`config.mk`:
```
export PLATFORM = sky130hd
export DESIGN_NAME = dmem_port_arbiter_flat
export DESIGN_NICKNAME = d
export VERILOG_FILES = /design/src/rtl/dmem_port_arbiter_if.sv /design/src/rtl/dmem_port_arbiter.sv /design/src/flat_wrapper.sv
export SDC_FILE = /design/constraint.sdc
export NUM_CORES = 1
export LEC_CHECK = 0
export CORE_UTILIZATION = 33
export DETAILED_ROUTE_END_ITERATION = 7
export PLACE_DENSITY_LB_ADDON = 0.2
export SLEW_MARGIN = 20
export SYNTH_ARGS = -nofsm -noshare
export SYNTH_HDL_FRONTEND = slang
export SYNTH_SLANG_ARGS = --single-unit
```
`constraint.sdc`:
```
create_clock -name clk -period 2.3 [get_ports clk]
set_input_delay 0.345 -clock clk [delete_from_list [all_inputs] [get_ports clk]]
set_output_delay 0.345 -clock clk [all_outputs]
set_load 0.005 [all_outputs]
```
`src/rtl/dmem_port_arbiter_if.sv`:
```
// dmem_port_arbiter_if
//   Bundles the two requester ports (P0 = CPU load/store, P1 = UART debug/loader)
//   and the single-port data memory bus that the arbiter drives.
//   Modports:
//     slave  - the arbiter view: takes requests and mem_dout, drives grants,
//              read responses, cpu_stall and the mem_* command.
//     master - the environment view (requesters + memory), the mirror image.
//   Signals:
//     pN_req / pN_we[4] / pN_addr / pN_wdata   request from port N
//     pN_gnt / pN_rvalid / pN_rdata[32]        grant and read response to port N
//     cpu_stall                                P0 request not accepted this cycle
//     mem_en / mem_we[4] / mem_addr / mem_din  memory command
//     mem_dout[32]                             memory read data, one cycle after a read
interface dmem_port_arbiter_if #(
  parameter int ADDR_WIDTH = 14
);
  logic                  p0_req;
  logic [3:0]            p0_we;
  logic [ADDR_WIDTH-1:0] p0_addr;
  logic [31:0]           p0_wdata;
  logic                  p0_gnt;
  logic                  p0_rvalid;
  logic [31:0]           p0_rdata;
  logic                  cpu_stall;

  logic                  p1_req;
  logic [3:0]            p1_we;
  logic [ADDR_WIDTH-1:0] p1_addr;
  logic [31:0]           p1_wdata;
  logic                  p1_gnt;
  logic                  p1_rvalid;
  logic [31:0]           p1_rdata;

  logic                  mem_en;
  logic [3:0]            mem_we;
  logic [ADDR_WIDTH-1:0] mem_addr;
  logic [31:0]           mem_din;
  logic [31:0]           mem_dout;

  modport slave (
    input  p0_req, p0_we, p0_addr, p0_wdata,
    output p0_gnt, p0_rvalid, p0_rdata, cpu_stall,
    input  p1_req, p1_we, p1_addr, p1_wdata,
    output p1_gnt, p1_rvalid, p1_rdata,
    output mem_en, mem_we, mem_addr, mem_din,
    input  mem_dout
  );

  modport master (
    output p0_req, p0_we, p0_addr, p0_wdata,
    input  p0_gnt, p0_rvalid, p0_rdata, cpu_stall,
    output p1_req, p1_we, p1_addr, p1_wdata,
    input  p1_gnt, p1_rvalid, p1_rdata,
    input  mem_en, mem_we, mem_addr, mem_din,
    output mem_dout
  );
endinterface

```
`src/rtl/dmem_port_arbiter.sv`:
```
// dmem_port_arbiter
//   Shares the single-port synchronous-read data memory between the CPU port (P0)
//   and the debug/loader port (P1). At most one access is granted per cycle, in
//   the same cycle as the request. P0 has fixed priority; a saturating starvation
//   counter forces a P1 grant after STARVE_LIMIT consecutive denials. Read data is
//   returned one cycle after the grant to the port that won it.
//   Ports:
//     clk  - system clock, rising edge
//     rst  - asynchronous reset, active-high
//     bus  - dmem_port_arbiter_if.slave (requests, responses, memory command)
module dmem_port_arbiter #(
  parameter int ADDR_WIDTH   = 14,
  parameter int STARVE_LIMIT = 4
) (
  input logic                 clk,
  input logic                 rst,
  dmem_port_arbiter_if.slave  bus
);

  localparam logic [3:0] LIMIT = 4'(STARVE_LIMIT);

  typedef enum logic [1:0] {
    IDLE   = 2'd0,
    OWN_P0 = 2'd1,
    OWN_P1 = 2'd2
  } state_t;

  state_t     state, state_nxt;
  logic [3:0] starve_cnt, starve_nxt;
  logic       force_p1;
  logic       gnt0, gnt1;
  logic       rd_gnt;
  logic       rd_vld_p1;
  logic       rsel_p1;
  logic       rvalid0, rvalid1;
  logic [31:0] hold0_p1, hold1_p1;

  // Arbitration and next owner, all combinational from requests and counter.
  always_comb begin
    force_p1   = 1'b0;
    gnt0       = 1'b0;
    gnt1       = 1'b0;
    rd_gnt     = 1'b0;
    state_nxt  = IDLE;
    starve_nxt = 4'd0;

    force_p1 = bus.p1_req && (starve_cnt == LIMIT);
    gnt1     = force_p1 || (bus.p1_req && !bus.p0_req);
    gnt0     = bus.p0_req && !gnt1;

    if (gnt1) begin
      state_nxt = OWN_P1;
      rd_gnt    = (bus.p1_we == 4'h0);
    end else if (gnt0) begin
      state_nxt = OWN_P0;
      rd_gnt    = (bus.p0_we == 4'h0);
    end

    // Counts consecutive denied P1 cycles; saturates so it can never pass the limit.
    if (bus.p1_req && !gnt1) begin
      starve_nxt = (starve_cnt == LIMIT) ? LIMIT : starve_cnt + 4'd1;
    end
  end

  // Stage p1: registered owner, read-pending flag and starvation counter.
  always_ff @(posedge clk or posedge rst) begin
    if (rst) begin
      state      <= IDLE;
      starve_cnt <= 4'd0;
      rd_vld_p1  <= 1'b0;
    end else begin
      state      <= state_nxt;
      starve_cnt <= starve_nxt;
      rd_vld_p1  <= rd_gnt;
    end
  end

  // The last owner doubles as the read-return select; IDLE selects P0.
  assign rsel_p1 = (state == OWN_P1);
  assign rvalid0 = rd_vld_p1 && !rsel_p1;
  assign rvalid1 = rd_vld_p1 &&  rsel_p1;

  // Each port keeps showing its last returned word while the other port reads.
  always_ff @(posedge clk) begin
    if (rvalid0) hold0_p1 <= bus.mem_dout;
    if (rvalid1) hold1_p1 <= bus.mem_dout;
  end

  assign bus.p0_gnt    = gnt0;
  assign bus.p1_gnt    = gnt1;
  assign bus.cpu_stall = bus.p0_req && !gnt0;

  assign bus.mem_en   = gnt0 || gnt1;
  assign bus.mem_we   = gnt1 ? bus.p1_we : (gnt0 ? bus.p0_we : 4'h0);
  assign bus.mem_addr = gnt1 ? bus.p1_addr  : bus.p0_addr;
  assign bus.mem_din  = gnt1 ? bus.p1_wdata : bus.p0_wdata;

  assign bus.p0_rvalid = rvalid0;
  assign bus.p1_rvalid = rvalid1;
  assign bus.p0_rdata  = rvalid0 ? bus.mem_dout : hold0_p1;
  assign bus.p1_rdata  = rvalid1 ? bus.mem_dout : hold1_p1;

endmodule
```
`src/flat_wrapper.sv`:
```
// flat-port wrapper written by rule: the top's interface ports become plain ports
module dmem_port_arbiter_flat 
#(
  parameter int ADDR_WIDTH   = 14,
  parameter int STARVE_LIMIT = 4
)
  (clk, rst, bus_p0_req, bus_p0_we, bus_p0_addr, bus_p0_wdata, bus_p0_gnt, bus_p0_rvalid, bus_p0_rdata, bus_cpu_stall, bus_p1_req, bus_p1_we, bus_p1_addr, bus_p1_wdata, bus_p1_gnt, bus_p1_rvalid, bus_p1_rdata, bus_mem_en, bus_mem_we, bus_mem_addr, bus_mem_din, bus_mem_dout);
  dmem_port_arbiter_if #(.ADDR_WIDTH(ADDR_WIDTH)) bus_i ();
  input logic clk;
  input logic rst;
  input wire logic [$bits(bus_i.p0_req)-1:0] bus_p0_req;
  input wire logic [$bits(bus_i.p0_we)-1:0] bus_p0_we;
  input wire logic [$bits(bus_i.p0_addr)-1:0] bus_p0_addr;
  input wire logic [$bits(bus_i.p0_wdata)-1:0] bus_p0_wdata;
  output wire logic [$bits(bus_i.p0_gnt)-1:0] bus_p0_gnt;
  output wire logic [$bits(bus_i.p0_rvalid)-1:0] bus_p0_rvalid;
  output wire logic [$bits(bus_i.p0_rdata)-1:0] bus_p0_rdata;
  output wire logic [$bits(bus_i.cpu_stall)-1:0] bus_cpu_stall;
  input wire logic [$bits(bus_i.p1_req)-1:0] bus_p1_req;
  input wire logic [$bits(bus_i.p1_we)-1:0] bus_p1_we;
  input wire logic [$bits(bus_i.p1_addr)-1:0] bus_p1_addr;
  input wire logic [$bits(bus_i.p1_wdata)-1:0] bus_p1_wdata;
  output wire logic [$bits(bus_i.p1_gnt)-1:0] bus_p1_gnt;
  output wire logic [$bits(bus_i.p1_rvalid)-1:0] bus_p1_rvalid;
  output wire logic [$bits(bus_i.p1_rdata)-1:0] bus_p1_rdata;
  output wire logic [$bits(bus_i.mem_en)-1:0] bus_mem_en;
  output wire logic [$bits(bus_i.mem_we)-1:0] bus_mem_we;
  output wire logic [$bits(bus_i.mem_addr)-1:0] bus_mem_addr;
  output wire logic [$bits(bus_i.mem_din)-1:0] bus_mem_din;
  input wire logic [$bits(bus_i.mem_dout)-1:0] bus_mem_dout;
  assign bus_i.p0_req = bus_p0_req;
  assign bus_i.p0_we = bus_p0_we;
  assign bus_i.p0_addr = bus_p0_addr;
  assign bus_i.p0_wdata = bus_p0_wdata;
  assign bus_p0_gnt = bus_i.p0_gnt;
  assign bus_p0_rvalid = bus_i.p0_rvalid;
  assign bus_p0_rdata = bus_i.p0_rdata;
  assign bus_cpu_stall = bus_i.cpu_stall;
  assign bus_i.p1_req = bus_p1_req;
  assign bus_i.p1_we = bus_p1_we;
  assign bus_i.p1_addr = bus_p1_addr;
  assign bus_i.p1_wdata = bus_p1_wdata;
  assign bus_p1_gnt = bus_i.p1_gnt;
  assign bus_p1_rvalid = bus_i.p1_rvalid;
  assign bus_p1_rdata = bus_i.p1_rdata;
  assign bus_mem_en = bus_i.mem_en;
  assign bus_mem_we = bus_i.mem_we;
  assign bus_mem_addr = bus_i.mem_addr;
  assign bus_mem_din = bus_i.mem_din;
  assign bus_i.mem_dout = bus_mem_dout;
  dmem_port_arbiter #(.ADDR_WIDTH(ADDR_WIDTH), .STARVE_LIMIT(STARVE_LIMIT)) u_core (.clk(clk), .rst(rst), .bus(bus_i));
endmodule
```
==> impl_metrics.tcl <==
set metrics [dict create \
    place_hpwl_microns 8170 \
    cts_max_path_buffers 2 \
    critical_path.cell_chain "inv_2 > ha_4 > nand3b_1 > a21boi_4 > buf_6 > buf_12 > buf_6 > mux2_4 > buf_6" \
    cts_max_level 3 \
    numPortBuffers 255 \
    vias 2962 \
    grt_pass1_wl_microns 17300 \
    wl_per_cell_microns 18.1 \
    first_pass_iters 6 \
    utilization_pct 70.4 \
    yosys-top-cells-area "dfxtp_1, mux2_2, mux2_4, dfrtp_1, buf_12" \
    cts_tree "built" \
    yosys.area_share.xor_xnor_pct 0.269 \
    synth_area_sq_um 3260 \
    seq_area_frac_synth_pct 44.7 \
    endpoint_kind "output pin" \
    fin_ws_ns -0.192 \
    muxShareOfSynthArea_pct 44.7 \
    max_freq_ghz 0.401 \
    crit_family "buffers and inverters" \
    finalClockSkew_ns 0.0130 \
    reg2reg_slack_ns 0.13 \
    clkLatencyLatePin_ns 0.33 \
    die_w_microns 101 \
    reg2regPathDepth 15 \
    gr-total-overflow 0 \
    worstSetupPathType "flop to output pin" \
    slew_headroom_pct 80.1 \
    drtAntennaViolNets 0 \
    drv_cap 0 \
    grt_antenna_before_repair 0 \
    drt_iter0_drc 55 \
    run_status "finished with violations" \
    cp_max_fo 5 \
    ioPinCount 256 \
    post-route-period-util_pct 108 \
    yosys_register_bits 71 \
    grt_usage_pct 22.7 \
    die-area_sq_um 10300 \
    path_clk_slew_ns 0.08 \
    grt_pass1_vias 3125 \
    syn_nets 373 \
    hold_violations 0 \
    worst_path_largest_cell_delay_ns 0.39 \
    postCtsHoldBufs 0 \
    viasPerCell 4.43 \
    syn_inst 235 \
    numCtsBuffers 9 \
    clock-sinks 71 \
    layout_commonest_cell "clkdlybuf4s50_1" \
    drv_slew 0 \
    drc_errors 0 \
    crit_slowest_cell "dfrtp_1" \
    area_growth_pct 104 \
    worst_slew_pin_slew_ns 0.296 \
    synth-simple-area-share_pct 2.88 \
    rows 35 \
    violations "setup timing" \
    peakVddDrop_mv 0.473 \
    synth_compound_area_share_pct 0.615 \
    synth_top_family_by_area "multiplexers" \
    avgSynthCellArea_sq_um 13.9 \
    cellLeakagePower_nw 3.03 \
    synth_top_area_share_pct 39.3 \
    r2r_end "u_core.starve_cnt[3]" \
    rsz0062_at_grt "true" \
    setup_viol 48 \
    gp_congestion 0.687 \
    critPathRequiredTime_ns 1.96 \
    power_density_nw_per_um2 613 \
    total_power_mw 4.06 \
    synth_warnings 0 \
    yosysUniqueCellTypes 23 \
    core_area_sq_um 9420 \
    root_buffer "clkbuf_8" \
    tns_ns -5.17 \
    period_needed_ns 2.49 \
    crit_top_cell "buf_6" \
    path_buf_inv 5 \
    yosysTopAreaCell "dfxtp_1" \
    nets 673 \
    initial_core_util_pct 34.6 \
    nFillCells 689 \
    arrival_ns 2.15 \
    synthAdderAreaFrac_pct 0.768 \
    antenna_cells 0 \
    wl_microns 12100 \
    rr_startpoint "u_core.starve_cnt[0]" \
    die_y_microns 101 \
    drive_gt1_share_pct 48.1 \
    grt_start_max_net_pins 18 \
    final_cell_mix "clkdlybuf4s50_1, buf_6, dfxtp_1" \
    crit_path_start_kind "flop" \
    hp-class "primary input to async pin" \
]
[area by class of cell]
| type | instances | area (sq um) | share of cell area [%] |
|---|---|---|---|
| Clock inverter | 7 | 105 | 1.58 |
| Sequential cell | 71 | 1460 | 22.0 |
| Tap cell | 129 | 161 | 2.43 |
| Timing Repair Buffer | 302 | 3040 | 45.8 |
| Clock buffer | 9 | 124 | 1.87 |
| Multi-Input combinational cell | 140 | 1700 | 25.7 |
| Inverter | 11 | 41.3 | 0.623 |
[synth_stat cells, drive strengths merged]
library cell / n
or2: 1
o21ai: 1
nand2: 5
xnor2: 1
dfrtp: 7
nand3b: 2
buf: 12
nor2: 5
clkbuf: 1
and2: 1
a21boi: 1
inv: 11
mux2: 110
nand4: 1
ha: 2
dfxtp: 64
mux2i: 6
nor4: 1
nor2b: 1
nand3: 2
[through the flow]
stage / cell area [sq um] / hold WS, ns / setup slack, ns / instances
floorplan: 3260 / 0.148 / 0.477 / 235
finish: 6630 / 0.250 / -0.192 / 669
global route: 6630 / 0.268 / -0.273 / 669
detailed placement: 5950 / 0.458 / -0.217 / 615
global placement: 5950 / 0.455 / -0.199 / 615
CTS: 6850 / 0.231 / -0.188 / 678
[flip-flops by register name, indices dropped and copies added, names as in the netlist]
signal and flops:
u_core.rd_vld_p1 1, u_core.hold0_p1 32, u_core.starve_cnt 4, u_core.hold1_p1 32, u_core.state 2
[kinds of logic (layout without fill, tap and decap cells)]
group,Yosys count,in the layout
AO/OA/AOI/OAI,2,2
XOR/XNOR,1,1
adder cells (fa/ha/maj),2,2
buffers and inverters,24,329
flip-flops,71,71
multiplexers,116,116
AND/OR/NAND/NOR,19,19
[worst max path at each step]
stage                               from               end  slack [ns]  depth (start not counted)
detailed placement            bus_p1_req  bus_mem_addr[13]       -0.22                          5
finish              u_core.starve_cnt[0]    bus_mem_din[0]       -0.19                          9
CTS                 u_core.starve_cnt[0]   bus_mem_din[14]       -0.19                         10
global placement              bus_p1_req    bus_mem_din[1]       -0.20                          5
global route        u_core.starve_cnt[0]    bus_mem_din[0]       -0.27                          9
floorplan           u_core.starve_cnt[0]   bus_mem_addr[0]        0.48                          7
[repair_timing]
action / in CTS / in global routing
resized for setup: 433 / 28
pin swaps: 5 / 4
gates cloned: 10 / 0
setup buffers: 41 / 4
endpoints found under the hold margin: 0 / 0
endpoints found under the setup margin: 117 / 90
[worst register-to-register path, cell delays in order (launching register included)]
cell,delay [ns]
dfrtp_1,0.39
inv_2,0.07
ha_4,0.14
nand3b_1,0.15
buf_4,0.18
buf_4,0.13
buf_6,0.11
buf_6,0.10
buf_6,0.10
buf_6,0.10
buf_6,0.10
buf_6,0.10
buf_6,0.10
buf_6,0.10
nand3_4,0.10
nor2_1,0.07
[per-layer routing]
layer,up-vias,wire length [microns],global-route usage [%],share of wire [%]
met3,8,974,7.87,8.1
met4,0,85,4.91,0.70
li1,1422,-,-,-
met1,1405,4760,25.9,39
met5,-,0,0,0
met2,127,6260,40.8,52
[power by group]
part	leakage, nW	switching, mW	total, mW	internal, mW
registers	0.634	0.0611	1.56	1.50
clock network	0.112	0.492	1.12	0.625
logic	2.28	0.459	1.38	0.925
total	3.03	1.01	4.06	3.05
(Power assumes the default switching activity.)
